==> src/rtl/cv32e40p_ft_error_monitor_pkg.sv <==
// Shared types for the fault-tolerance error monitor: per-channel FSM states,
// sample classification and the streak counter width.
package cv32e40p_ft_pkg;

    localparam int unsigned FT_STREAK_W = 8;

    typedef enum logic [1:0] {
        FT_OK,
        FT_SUSPECT,
        FT_FAULTY
    } ft_unit_state_e;

    typedef enum logic [1:0] {
        EV_CLEAN,
        EV_CORRECTED,
        EV_UNCORRECTABLE
    } ft_event_e;

    // A corrected flag without a detected flag carries no information.
    function automatic ft_event_e ft_classify(input logic det, input logic corr);
        if (!det) begin
            return EV_CLEAN;
        end
        return corr ? EV_CORRECTED : EV_UNCORRECTABLE;
    endfunction

endpackage

==> src/rtl/cv32e40p_ft_error_monitor_if.sv <==
// Counter read port of the error monitor: request/grant in, registered data out.
interface cv32e40p_ft_error_monitor_if #(
    parameter int unsigned N_UNITS = 4,
    parameter int unsigned CNT_W   = 16
);
    localparam int unsigned IDX_W = (N_UNITS > 1) ? $clog2(N_UNITS) : 1;

    logic             rd_req_i;
    logic [IDX_W-1:0] rd_idx_i;
    logic             rd_gnt_o;
    logic             rd_rvalid_o;
    logic [CNT_W-1:0] rd_corr_cnt_o;
    logic [CNT_W-1:0] rd_unc_cnt_o;

    modport master (
        output rd_req_i,
        output rd_idx_i,
        input  rd_gnt_o,
        input  rd_rvalid_o,
        input  rd_corr_cnt_o,
        input  rd_unc_cnt_o
    );

    modport slave (
        input  rd_req_i,
        input  rd_idx_i,
        output rd_gnt_o,
        output rd_rvalid_o,
        output rd_corr_cnt_o,
        output rd_unc_cnt_o
    );

endinterface

==> src/rtl/cv32e40p_ft_error_monitor_unit_tracker.sv <==
// One monitored channel: sample classification, saturating event counters,
// corrected-error streak and the OK/SUSPECT/FAULTY persistence FSM.
module cv32e40p_ft_unit_tracker
    import cv32e40p_ft_pkg::*;
#(
    parameter int unsigned CNT_W      = 16,
    parameter int unsigned PERSIST_TH = 8
) (
    input  logic             clk,
    input  logic             rst,
    input  logic             clear,
    input  logic             valid,
    input  logic             err_corr,
    input  logic             err_det,
    output logic [CNT_W-1:0] corr_cnt,
    output logic [CNT_W-1:0] unc_cnt,
    output logic             fault,
    output logic             fault_entry
);

    localparam logic [CNT_W-1:0]       CNT_MAX    = '1;
    localparam logic [FT_STREAK_W-1:0] STREAK_MAX = '1;
    // streak + 1 == PERSIST_TH, compared without widening the streak
    localparam logic [FT_STREAK_W-1:0] STREAK_LAST = FT_STREAK_W'(PERSIST_TH - 1);

    ft_unit_state_e         state;
    ft_event_e              ev;
    logic [FT_STREAK_W-1:0] streak;
    logic                   persist_hit;

    assign ev          = ft_classify(err_det, err_corr);
    assign persist_hit = (state == FT_SUSPECT) && (streak == STREAK_LAST);
    assign fault       = (state == FT_FAULTY);

    always_comb begin
        fault_entry = 1'b0;
        if (valid && !clear && state != FT_FAULTY) begin
            fault_entry = (ev == EV_UNCORRECTABLE) || (ev == EV_CORRECTED && persist_hit);
        end
    end

    always_ff @(posedge clk) begin
        if (rst || clear) begin
            state    <= FT_OK;
            streak   <= '0;
            corr_cnt <= '0;
            unc_cnt  <= '0;
        end else if (valid) begin
            unique case (ev)
                EV_CORRECTED: begin
                    if (corr_cnt != CNT_MAX) corr_cnt <= corr_cnt + 1'b1;
                    if (streak != STREAK_MAX) streak <= streak + 1'b1;
                    if (state == FT_OK) begin
                        state <= FT_SUSPECT;
                    end else if (persist_hit) begin
                        state <= FT_FAULTY;
                    end
                end
                EV_UNCORRECTABLE: begin
                    if (unc_cnt != CNT_MAX) unc_cnt <= unc_cnt + 1'b1;
                    state <= FT_FAULTY;
                end
                default: begin
                    streak <= '0;
                    if (state == FT_SUSPECT) state <= FT_OK;
                end
            endcase
        end
    end

endmodule

==> src/rtl/cv32e40p_ft_error_monitor.sv <==
// Error monitor for the voted datapath units. Optional interrupt pulse on
// entry into FAULTY is enabled by defining FT_ERR_MONITOR_IRQ_EN.
module cv32e40p_ft_error_monitor
    import cv32e40p_ft_pkg::*;
#(
    parameter int unsigned N_UNITS    = 4,
    parameter int unsigned CNT_W      = 16,
    parameter int unsigned PERSIST_TH = 8
) (
    input  logic                       clk,
    input  logic                       rst,
    input  logic [N_UNITS-1:0]         valid_i,
    input  logic [N_UNITS-1:0]         err_corr_i,
    input  logic [N_UNITS-1:0]         err_det_i,
    input  logic                       clear_i,
    cv32e40p_ft_error_monitor_if.slave rd,
    output logic [N_UNITS-1:0]         fault_o,
    output logic                       alarm_o,
    output logic                       irq_o
);

    logic [CNT_W-1:0]   corr_cnt [N_UNITS];
    logic [CNT_W-1:0]   unc_cnt  [N_UNITS];
    logic [N_UNITS-1:0] fault_entry;
    logic [CNT_W-1:0]   corr_sel;
    logic [CNT_W-1:0]   unc_sel;

    for (genvar k = 0; k < N_UNITS; k++) begin : g_unit
        cv32e40p_ft_unit_tracker #(
            .CNT_W      (CNT_W),
            .PERSIST_TH (PERSIST_TH)
        ) u_tracker (
            .clk         (clk),
            .rst         (rst),
            .clear       (clear_i),
            .valid       (valid_i[k]),
            .err_corr    (err_corr_i[k]),
            .err_det     (err_det_i[k]),
            .corr_cnt    (corr_cnt[k]),
            .unc_cnt     (unc_cnt[k]),
            .fault       (fault_o[k]),
            .fault_entry (fault_entry[k])
        );
    end

    assign alarm_o     = |fault_o;
    assign rd.rd_gnt_o = rd.rd_req_i;

    // Indices past the last channel match nothing and read back as zero.
    always_comb begin
        corr_sel = '0;
        unc_sel  = '0;
        for (int unsigned k = 0; k < N_UNITS; k++) begin
            if (32'(rd.rd_idx_i) == k) begin
                corr_sel = corr_cnt[k];
                unc_sel  = unc_cnt[k];
            end
        end
    end

    // Sampling the registered counters gives pre-update values; clear_i is
    // deliberately not a term here so an in-flight read completes.
    always_ff @(posedge clk) begin
        if (rst) begin
            rd.rd_rvalid_o   <= 1'b0;
            rd.rd_corr_cnt_o <= '0;
            rd.rd_unc_cnt_o  <= '0;
        end else if (rd.rd_req_i) begin
            rd.rd_rvalid_o   <= 1'b1;
            rd.rd_corr_cnt_o <= corr_sel;
            rd.rd_unc_cnt_o  <= unc_sel;
        end else begin
            rd.rd_rvalid_o   <= 1'b0;
        end
    end

`ifdef FT_ERR_MONITOR_IRQ_EN
    logic irq_q;

    always_ff @(posedge clk) begin
        if (rst) begin
            irq_q <= 1'b0;
        end else begin
            irq_q <= |fault_entry;
        end
    end

    assign irq_o = irq_q;
`else
    logic unused_fault_entry;

    assign unused_fault_entry = |fault_entry;
    assign irq_o              = 1'b0;
`endif

endmodule

==> src/flat_wrapper.sv <==
// flat-port wrapper written by rule: the top's interface ports become plain ports
module cv32e40p_ft_error_monitor_flat import cv32e40p_ft_pkg::*;
#(
    parameter int unsigned N_UNITS    = 4,
    parameter int unsigned CNT_W      = 16,
    parameter int unsigned PERSIST_TH = 8
)
  (clk, rst, valid_i, err_corr_i, err_det_i, clear_i, fault_o, alarm_o, irq_o, rd_rd_req_i, rd_rd_idx_i, rd_rd_gnt_o, rd_rd_rvalid_o, rd_rd_corr_cnt_o, rd_rd_unc_cnt_o);
  cv32e40p_ft_error_monitor_if #(.N_UNITS(N_UNITS), .CNT_W(CNT_W)) rd_i ();
  input  logic clk;
  input  logic rst;
  input  logic [N_UNITS-1:0] valid_i;
  input  logic [N_UNITS-1:0] err_corr_i;
  input  logic [N_UNITS-1:0] err_det_i;
  input  logic clear_i;
  output logic [N_UNITS-1:0] fault_o;
  output logic alarm_o;
  output logic irq_o;
  input wire logic [$bits(rd_i.rd_req_i)-1:0] rd_rd_req_i;
  input wire logic [$bits(rd_i.rd_idx_i)-1:0] rd_rd_idx_i;
  output wire logic [$bits(rd_i.rd_gnt_o)-1:0] rd_rd_gnt_o;
  output wire logic [$bits(rd_i.rd_rvalid_o)-1:0] rd_rd_rvalid_o;
  output wire logic [$bits(rd_i.rd_corr_cnt_o)-1:0] rd_rd_corr_cnt_o;
  output wire logic [$bits(rd_i.rd_unc_cnt_o)-1:0] rd_rd_unc_cnt_o;
  assign rd_i.rd_req_i = rd_rd_req_i;
  assign rd_i.rd_idx_i = rd_rd_idx_i;
  assign rd_rd_gnt_o = rd_i.rd_gnt_o;
  assign rd_rd_rvalid_o = rd_i.rd_rvalid_o;
  assign rd_rd_corr_cnt_o = rd_i.rd_corr_cnt_o;
  assign rd_rd_unc_cnt_o = rd_i.rd_unc_cnt_o;
  cv32e40p_ft_error_monitor #(.N_UNITS(N_UNITS), .CNT_W(CNT_W), .PERSIST_TH(PERSIST_TH)) u_core (.clk(clk), .rst(rst), .valid_i(valid_i), .err_corr_i(err_corr_i), .err_det_i(err_det_i), .clear_i(clear_i), .rd(rd_i), .fault_o(fault_o), .alarm_o(alarm_o), .irq_o(irq_o));
endmodule
==> config.mk <==
export PLATFORM = sky130hd
export DESIGN_NAME = cv32e40p_ft_error_monitor_flat
export DESIGN_NICKNAME = d
export VERILOG_FILES = /design/src/rtl/cv32e40p_ft_error_monitor_pkg.sv /design/src/rtl/cv32e40p_ft_error_monitor_if.sv /design/src/rtl/cv32e40p_ft_error_monitor_unit_tracker.sv /design/src/rtl/cv32e40p_ft_error_monitor.sv /design/src/flat_wrapper.sv
export SDC_FILE = /design/constraint.sdc
export NUM_CORES = 1
export LEC_CHECK = 0
export ABC_AREA = 1
export CORE_ASPECT_RATIO = 0.75
export CORE_UTILIZATION = 39
export CTS_CLUSTER_DIAMETER = 30
export DETAILED_ROUTE_END_ITERATION = 6
export SLEW_MARGIN = 20
export SYNTH_ARGS = -nofsm -noshare
export SYNTH_HDL_FRONTEND = slang
export SYNTH_SLANG_ARGS = --single-unit
==> constraint.sdc <==
create_clock -name clk -period 4.3 [get_ports clk]
set_input_delay 0.43 -clock clk [delete_from_list [all_inputs] [get_ports clk]]
set_output_delay 0.43 -clock clk [all_outputs]
set_load 0.05 [all_outputs]
==> results.cfg, run 1 <==
[yosys]
async_flop_share_pct = 0
synth-seq-area-share_pct = 33.7
synth_most_common_cell = nand2_1
syn_area_per_cell_um2 = 6.40
yosys_warnings = 0
synth.largest_area_cell = dfxtp_1
netlist_instances = 1869
synth-edff-count = 0
yosysUniqueCellTypes = 41
synthTopCellsByArea = dfxtp_1 (34%), nand2_1 (17%), nor2_1 (7.9%)
ys_ff_latch = 201
synth_area_mm2 = 0.0120
yosysTopAreaCellShare_pct = 33.7
synthesis.nets = 1903
synthFlopType = dfxtp_1
yosys-top-cells-count = nand2_1 (532), nor2_1 (252), dfxtp_1 (201)

[clock_tree]
path_clk_slew_ns = 0.05
postCtsResizedCells = 0
clock_latency_ns = 0.55
clock-sinks = 201
cts.htree.levels = 2
cts_max_path_buffers = 3
cts_hold_buf = 0
root_buffer = clkbuf_16
numCtsBuffers = 50
post_cts_buffers = 0
cts_tree = done

[cells_and_area]
syn2layout_area_growth_pct = 22.6
drive_gt1_share_pct = 9.20
fill_cells = 3040
final_util_pct = 48.6
diodes = 0
nets = 1949

[floorplan]
row_count = 55
coreArea_mm2 = 0.0301
ios = 58
die_w_um = 204
die-area_mm2 = 0.0314
die_y_um = 154
initial_core_util_pct = 39.7

[power_and_ir_drop]
power_density_mw_per_mm2 = 454
ir_drop_mv = 0.316
p_leak_uw = 0.00522

[critical_path]
crit_arrival_ns = 2.31
reg2reg_depth = 8
cp_max_fo = 5
cp_slowest_stage_delay_ns = 0.71
cp_slowest_cell = clkdlybuf4s50_1
r2r_end = u_core.g_unit[2].u_tracker.unc_cnt[15]$_SDFFE_PP0P_
r2r-start = u_core.g_unit[2].u_tracker.unc_cnt[0]$_SDFFE_PP0P_
crit_required_ns = 3.87
path_class = register to primary output
cp-end-kind = primary output
crit_chain = inv_1 > nor2_1 > or4_1 > clkdlybuf4s50_1
rrSetupSlack_ns = 2.06
startpoint_type = register

[timing]
setup-violations-final = 0
final.min_clock_period_ns = 2.74
drv_slew = 0
clock_skew_ns = 0.0204
timing.fmax_mhz = 365
tns_ns = 0
post-route-period-util_pct = 63.7
slew_headroom_pct = 26.1
fin_hold_ws_ns = 0.482
finalHoldViolations = 0
grt_setup_unrepaired = false
tightest_slew_ns = 1.11

[global_route]
use_met2_pct = 30.6
gr-total-overflow = 0
globalRouteMet3Util_pct = 4.98
antenna_found_initial = 0
grt_pass1_wl_um = 56500
use_met1_pct = 34.0
grt_most_used_layer = met1
grt_max_degree = 67
grtUsageTotal_pct = 22.3
grt_pass1_vias = 10700

[routing]
vias = 12100
dr.pass1.iters = 7
drt-initial-drc-count = 875
route.detailed.drc = 0
wirelength_um = 34900
vias_per_cell = 5.12
drt-wirelength-per-cell_um = 14.8
ant_nets = 0

[hold_path]
hold_depth = 2
worstHoldStart = u_core.g_unit[3].u_tracker.streak[7]$_SDFFE_PP0P_
hold_end = u_core.g_unit[3].u_tracker.streak[7]$_SDFFE_PP0P_
hp-class = register to register

[place]
buffer_ports.inserted = 56
dp_hpwl_um = 24800
gp_congestion = 0.923

[job]
cap_violations = 0

[outcome]
status = completed
==> layer usage <==
metal  up-vias  routed length (um)
met1      5453               17600
li1       6178                   -
met3        63                2620
met5         -                   0
met2       357               13900
met4         0                 768
==> kinds of logic (layout without fill, tap and decap cells) <==
logic type,count (synthesis),after routing,share of synthesized area [%]
AND/OR/NAND/NOR,1036,1036,37.8
AO/OA/AOI/OAI,313,313,14.4
buffers and inverters,258,345,9.27
flip-flops,201,201,33.7
XOR/XNOR,44,44,3.22
adder cells (fa/ha/maj),16,16,1.67
other,1,1,0.0314
==> worst max path at each step <==
stage / from / to / slack [ns]
final: u_core.g_unit[3].u_tracker.state[1]$_SDFFE_PP0P_ / alarm_o / 1.56
after global routing: u_core.g_unit[3].u_tracker.state[1]$_SDFFE_PP0P_ / alarm_o / 1.47
after CTS: u_core.g_unit[3].u_tracker.state[1]$_SDFFE_PP0P_ / alarm_o / 1.53
after detailed placement: err_corr_i[1] / u_core.g_unit[1].u_tracker.corr_cnt[11]$_SDFFE_PP0P_ / 1.40
after global placement: err_corr_i[1] / u_core.g_unit[1].u_tracker.corr_cnt[11]$_SDFFE_PP0P_ / 1.53
after floorplan: u_core.g_unit[1].u_tracker.state[1]$_SDFFE_PP0P_ / alarm_o / 2.70
==> worst max-delay path: cells and delay by family (launching register included) <==
| kind | cells | cell delay, ns |
|---|---|---|
| flip-flops | 1 | 0.30 |
| buffers and inverters | 2 | 0.84 |
| AND/OR/NAND/NOR | 2 | 0.61 |
==> through the flow <==
step	setup slack [ns]	cell area, um^2	total power (uW)	instances
after floorplan	2.70	12000	2170	1869
after global placement	1.53	12700	2270	2262
after detailed placement	1.40	12700	2270	2262
after CTS	1.53	14700	6720	2355
after global routing	1.47	14700	6850	2355
final	1.56	14700	6650	2355
==> state kept, by name (all words and copies together) (netlist names) <==
register	count
u_core.rd.rd_unc_cnt_o	16
u_core.g_unit.u_tracker.state	8
u_core.g_unit.u_tracker.unc_cnt	64
u_core.rd.rd_corr_cnt_o	16
u_core.g_unit.u_tracker.corr_cnt	64
u_core.g_unit.u_tracker.streak	32
u_core.rd.rd_rvalid_o	1
==> placed cells by master (no fill, tap or decap), drive strengths merged <==
cell and count:
or4 1, o21ai 108, ha 16, nand3b 5
nor2 274, nand3 129, or2 1, xor2 31
and2 1, clkdlybuf4s50 55, clkinv 8, clkinvlp 6
xnor2 13, nand4 49, buf 11, bufinv 16
nand2 557, clkbuf 61, o22ai 19, a31oi 30
a221oi 3, nor3 16, dfxtp 201, o21bai 4
conb 1, nor3b 3, inv 188, a21oi 149
==> power breakdown <==
part | internal, uW | leakage [uW] | switching, uW
logic | 88.0 | 0.00265 | 233
clock network | 3210 | 0.000948 | 1200
registers | 1890 | 0.00163 | 22.6
total | 5190 | 0.00522 | 1460
==> area by class of cell <==
| cell class | instances | area (um^2) | share of cell area [%] |
|---|---|---|---|
| clock buffers | 61 | 1370 | 9.36 |
| clock inverters | 32 | 598 | 4.08 |
| inverters | 186 | 701 | 4.78 |
| multi-input cells | 1410 | 6830 | 46.6 |
| flip-flops and latches | 201 | 4020 | 27.5 |
| well taps | 399 | 499 | 3.41 |
| repair buffers | 66 | 631 | 4.30 |
No activity file was read; power rests on OpenSTA's default activity.
==> run 2: changes to the inputs <==
==> constraint.sdc (replaced) <==
create_clock -name clk -period 2.3 [get_ports clk]
set_input_delay 0.23 -clock clk [delete_from_list [all_inputs] [get_ports clk]]
set_output_delay 0.23 -clock clk [all_outputs]
set_load 0.05 [all_outputs]
==> results.cfg, run 2 (synthesized netlist as in run 1, its figures left out) <==
[timing]
post-route-period-util_pct = 92.6
setup-violations-final = 0
finalHoldViolations = 0
timing.fmax_mhz = 470
final.min_clock_period_ns = 2.13
tns_ns = 0
grt_setup_unrepaired = false
tightest_slew_ns = 0.929
drv_slew = 0
fin_hold_ws_ns = 0.231
slew_headroom_pct = 38.0
clock_skew_ns = 0.0190

[cells_and_area]
diodes = 0
reg_top3 = u_core.g_unit.u_tracker.corr_cnt: 64 flops, u_core.g_unit.u_tracker.unc_cnt: 64 flops, u_core.g_unit.u_tracker.streak: 32 flops
final_area_mm2 = 0.0146
syn2layout_area_growth_pct = 22.2
drive_gt1_share_pct = 10.4
final_common_cell = nand2_1
fill_cells = 3066
final_util_pct = 48.5
layout.cells.non_filler = 2377
mostFrequentLayoutCells = nand2_1 (532), nor2_1 (251), dfxtp_1 (201), inv_1 (184), a21oi_1 (134)
nets = 1977

[clock_tree]
path_clk_slew_ns = 0.04
post_cts_buffers = 0
clock-sinks = 201
cts_tree = done
root_buffer = clkbuf_16
clock_latency_ns = 0.55
cts_max_path_buffers = 3
cts.htree.levels = 2
cts_hold_buf = 0
numCtsBuffers = 48

[critical_path]
reg2reg_depth = 10
crit_arrival_ns = 1.90
rrSetupSlack_ns = 0.37
path_class = register to primary output
crit_required_ns = 2.07
cp_max_fo = 4
r2r-start = u_core.g_unit[1].u_tracker.unc_cnt[1]$_SDFFE_PP0P_
cp-end-kind = primary output
critPathLaunch = u_core.g_unit[0].u_tracker.state[1]$_SDFFE_PP0P_
r2r_end = u_core.g_unit[1].u_tracker.unc_cnt[0]$_SDFFE_PP0P_
startpoint_type = register

[floorplan]
coreArea_mm2 = 0.0301
ios = 58
die_y_um = 154
initial_core_util_pct = 39.7
row_count = 55
die_w_um = 204
die-area_mm2 = 0.0314

[routing]
wl_met1_um = 17300
vias_per_cell = 5.10
wirelength_um = 34700
route.detailed.drc = 0
dr.pass1.iters = 7
met3_wirelength_um = 2150
top_layer_used = met4
vias = 12100
drt-initial-drc-count = 758
ant_nets = 0
drt-wirelength-per-cell_um = 14.6
dr_wl_met2_um = 14500

[place]
dp_hpwl_um = 25000
buffer_ports.inserted = 56
placed_area_mm2 = 0.0129
gp_congestion = 0.889
dp.cells = 2292

[global_route]
gr-total-overflow = 0
grt_pass1_vias = 11000
grt_max_degree = 46
grtUsageTotal_pct = 22.4
antenna_found_initial = 0
grt_pass1_wl_um = 56900

[hold_path]
hold_end = u_core.rd.rd_rvalid_o$_SDFF_PP0_
worstHoldStart = rd_rd_req_i
hold_depth = 3
hp-class = input pin to register

[power_and_ir_drop]
ir_drop_mv = 0.613
p_leak_uw = 0.00525
power_density_mw_per_mm2 = 770

[outcome]
status = completed

[job]
cap_violations = 0
[run 2: cell types whose count changed in the layout (fill, tap and decap cells not counted), sizes merged, moves of 2 or more]
cell,previous run,this run
inv,188,190
buf,11,42
clkdlybuf4s50,55,51
bufinv,16,7
clkinvlp,6,10
clkbuf,61,57
[run 2: through the flow]
step | total power [uW] | setup slack [ns]
floorplan | 4050 | 0.805
global placement | 4280 | 0.161
detailed placement | 4280 | 0.169
CTS | 11400 | 0.0466
global route | 11600 | 0.0899
finish | 11200 | 0.171
[run 2: area by class of cell]
type / instances / area [um^2] / share of cell area [%]
Clock buffer: 56 / 1310 / 8.98
Multi-Input combinational cell: 1410 / 6830 / 46.8
Clock inverter: 29 / 364 / 2.49
Timing Repair Buffer: 96 / 875 / 5.99
Tap cell: 399 / 499 / 3.42
Inverter: 186 / 701 / 4.80
Sequential cell: 201 / 4020 / 27.5
[run 2: worst max path at each step]
stage | cells past startpoint | slack, ns | endpoint
finish | 3 | 0.17 | fault_o[0]
global route | 3 | 0.09 | fault_o[0]
CTS | 3 | 0.05 | fault_o[1]
detailed placement | 6 | 0.17 | u_core.rd.rd_corr_cnt_o[5]$_SDFFE_PP0P_
global placement | 6 | 0.16 | u_core.rd.rd_corr_cnt_o[11]$_SDFFE_PP0P_
floorplan | 8 | 0.80 | u_core.g_unit[3].u_tracker.unc_cnt[11]$_SDFFE_PP0P_
[run 2: critical path, cell delays in order, from the launching register on]
cell	delay [ns]
dfxtp_1	0.36
inv_1	0.06
nor2_1	0.12
clkdlybuf4s50_1	0.82
[run 2: power by group]
part / internal, uW / switching [uW]
combinational: 190 / 447
clock: 4830 / 2190
sequential: 3540 / 39.9
[run 2: per-layer routing]
metal	vias to the layer above	track usage (%)
met5	-	0
met4	0	7.25
met3	57	3.75
met2	319	33.0
met1	5536	32.9
li1	6218	-
[run 2: timing repair]
action	4_1_cts	5_1_grt
hold endpoints to repair	0	0
setup endpoints to repair	2	2
gates resized for setup	2	3
pin swaps	0	0
==> run 3: changes to the inputs <==
--- a/config.mk
+++ b/config.mk
@@ -10,6 +10,7 @@
 export CORE_UTILIZATION = 39
 export CTS_CLUSTER_DIAMETER = 30
 export DETAILED_ROUTE_END_ITERATION = 6
+export HOLD_SLACK_MARGIN = 0.05
 export SLEW_MARGIN = 20
 export SYNTH_ARGS = -nofsm -noshare
 export SYNTH_HDL_FRONTEND = slang
==> results of run 3 <==
Final layout, timing and power as in run 2 (identical DEF).
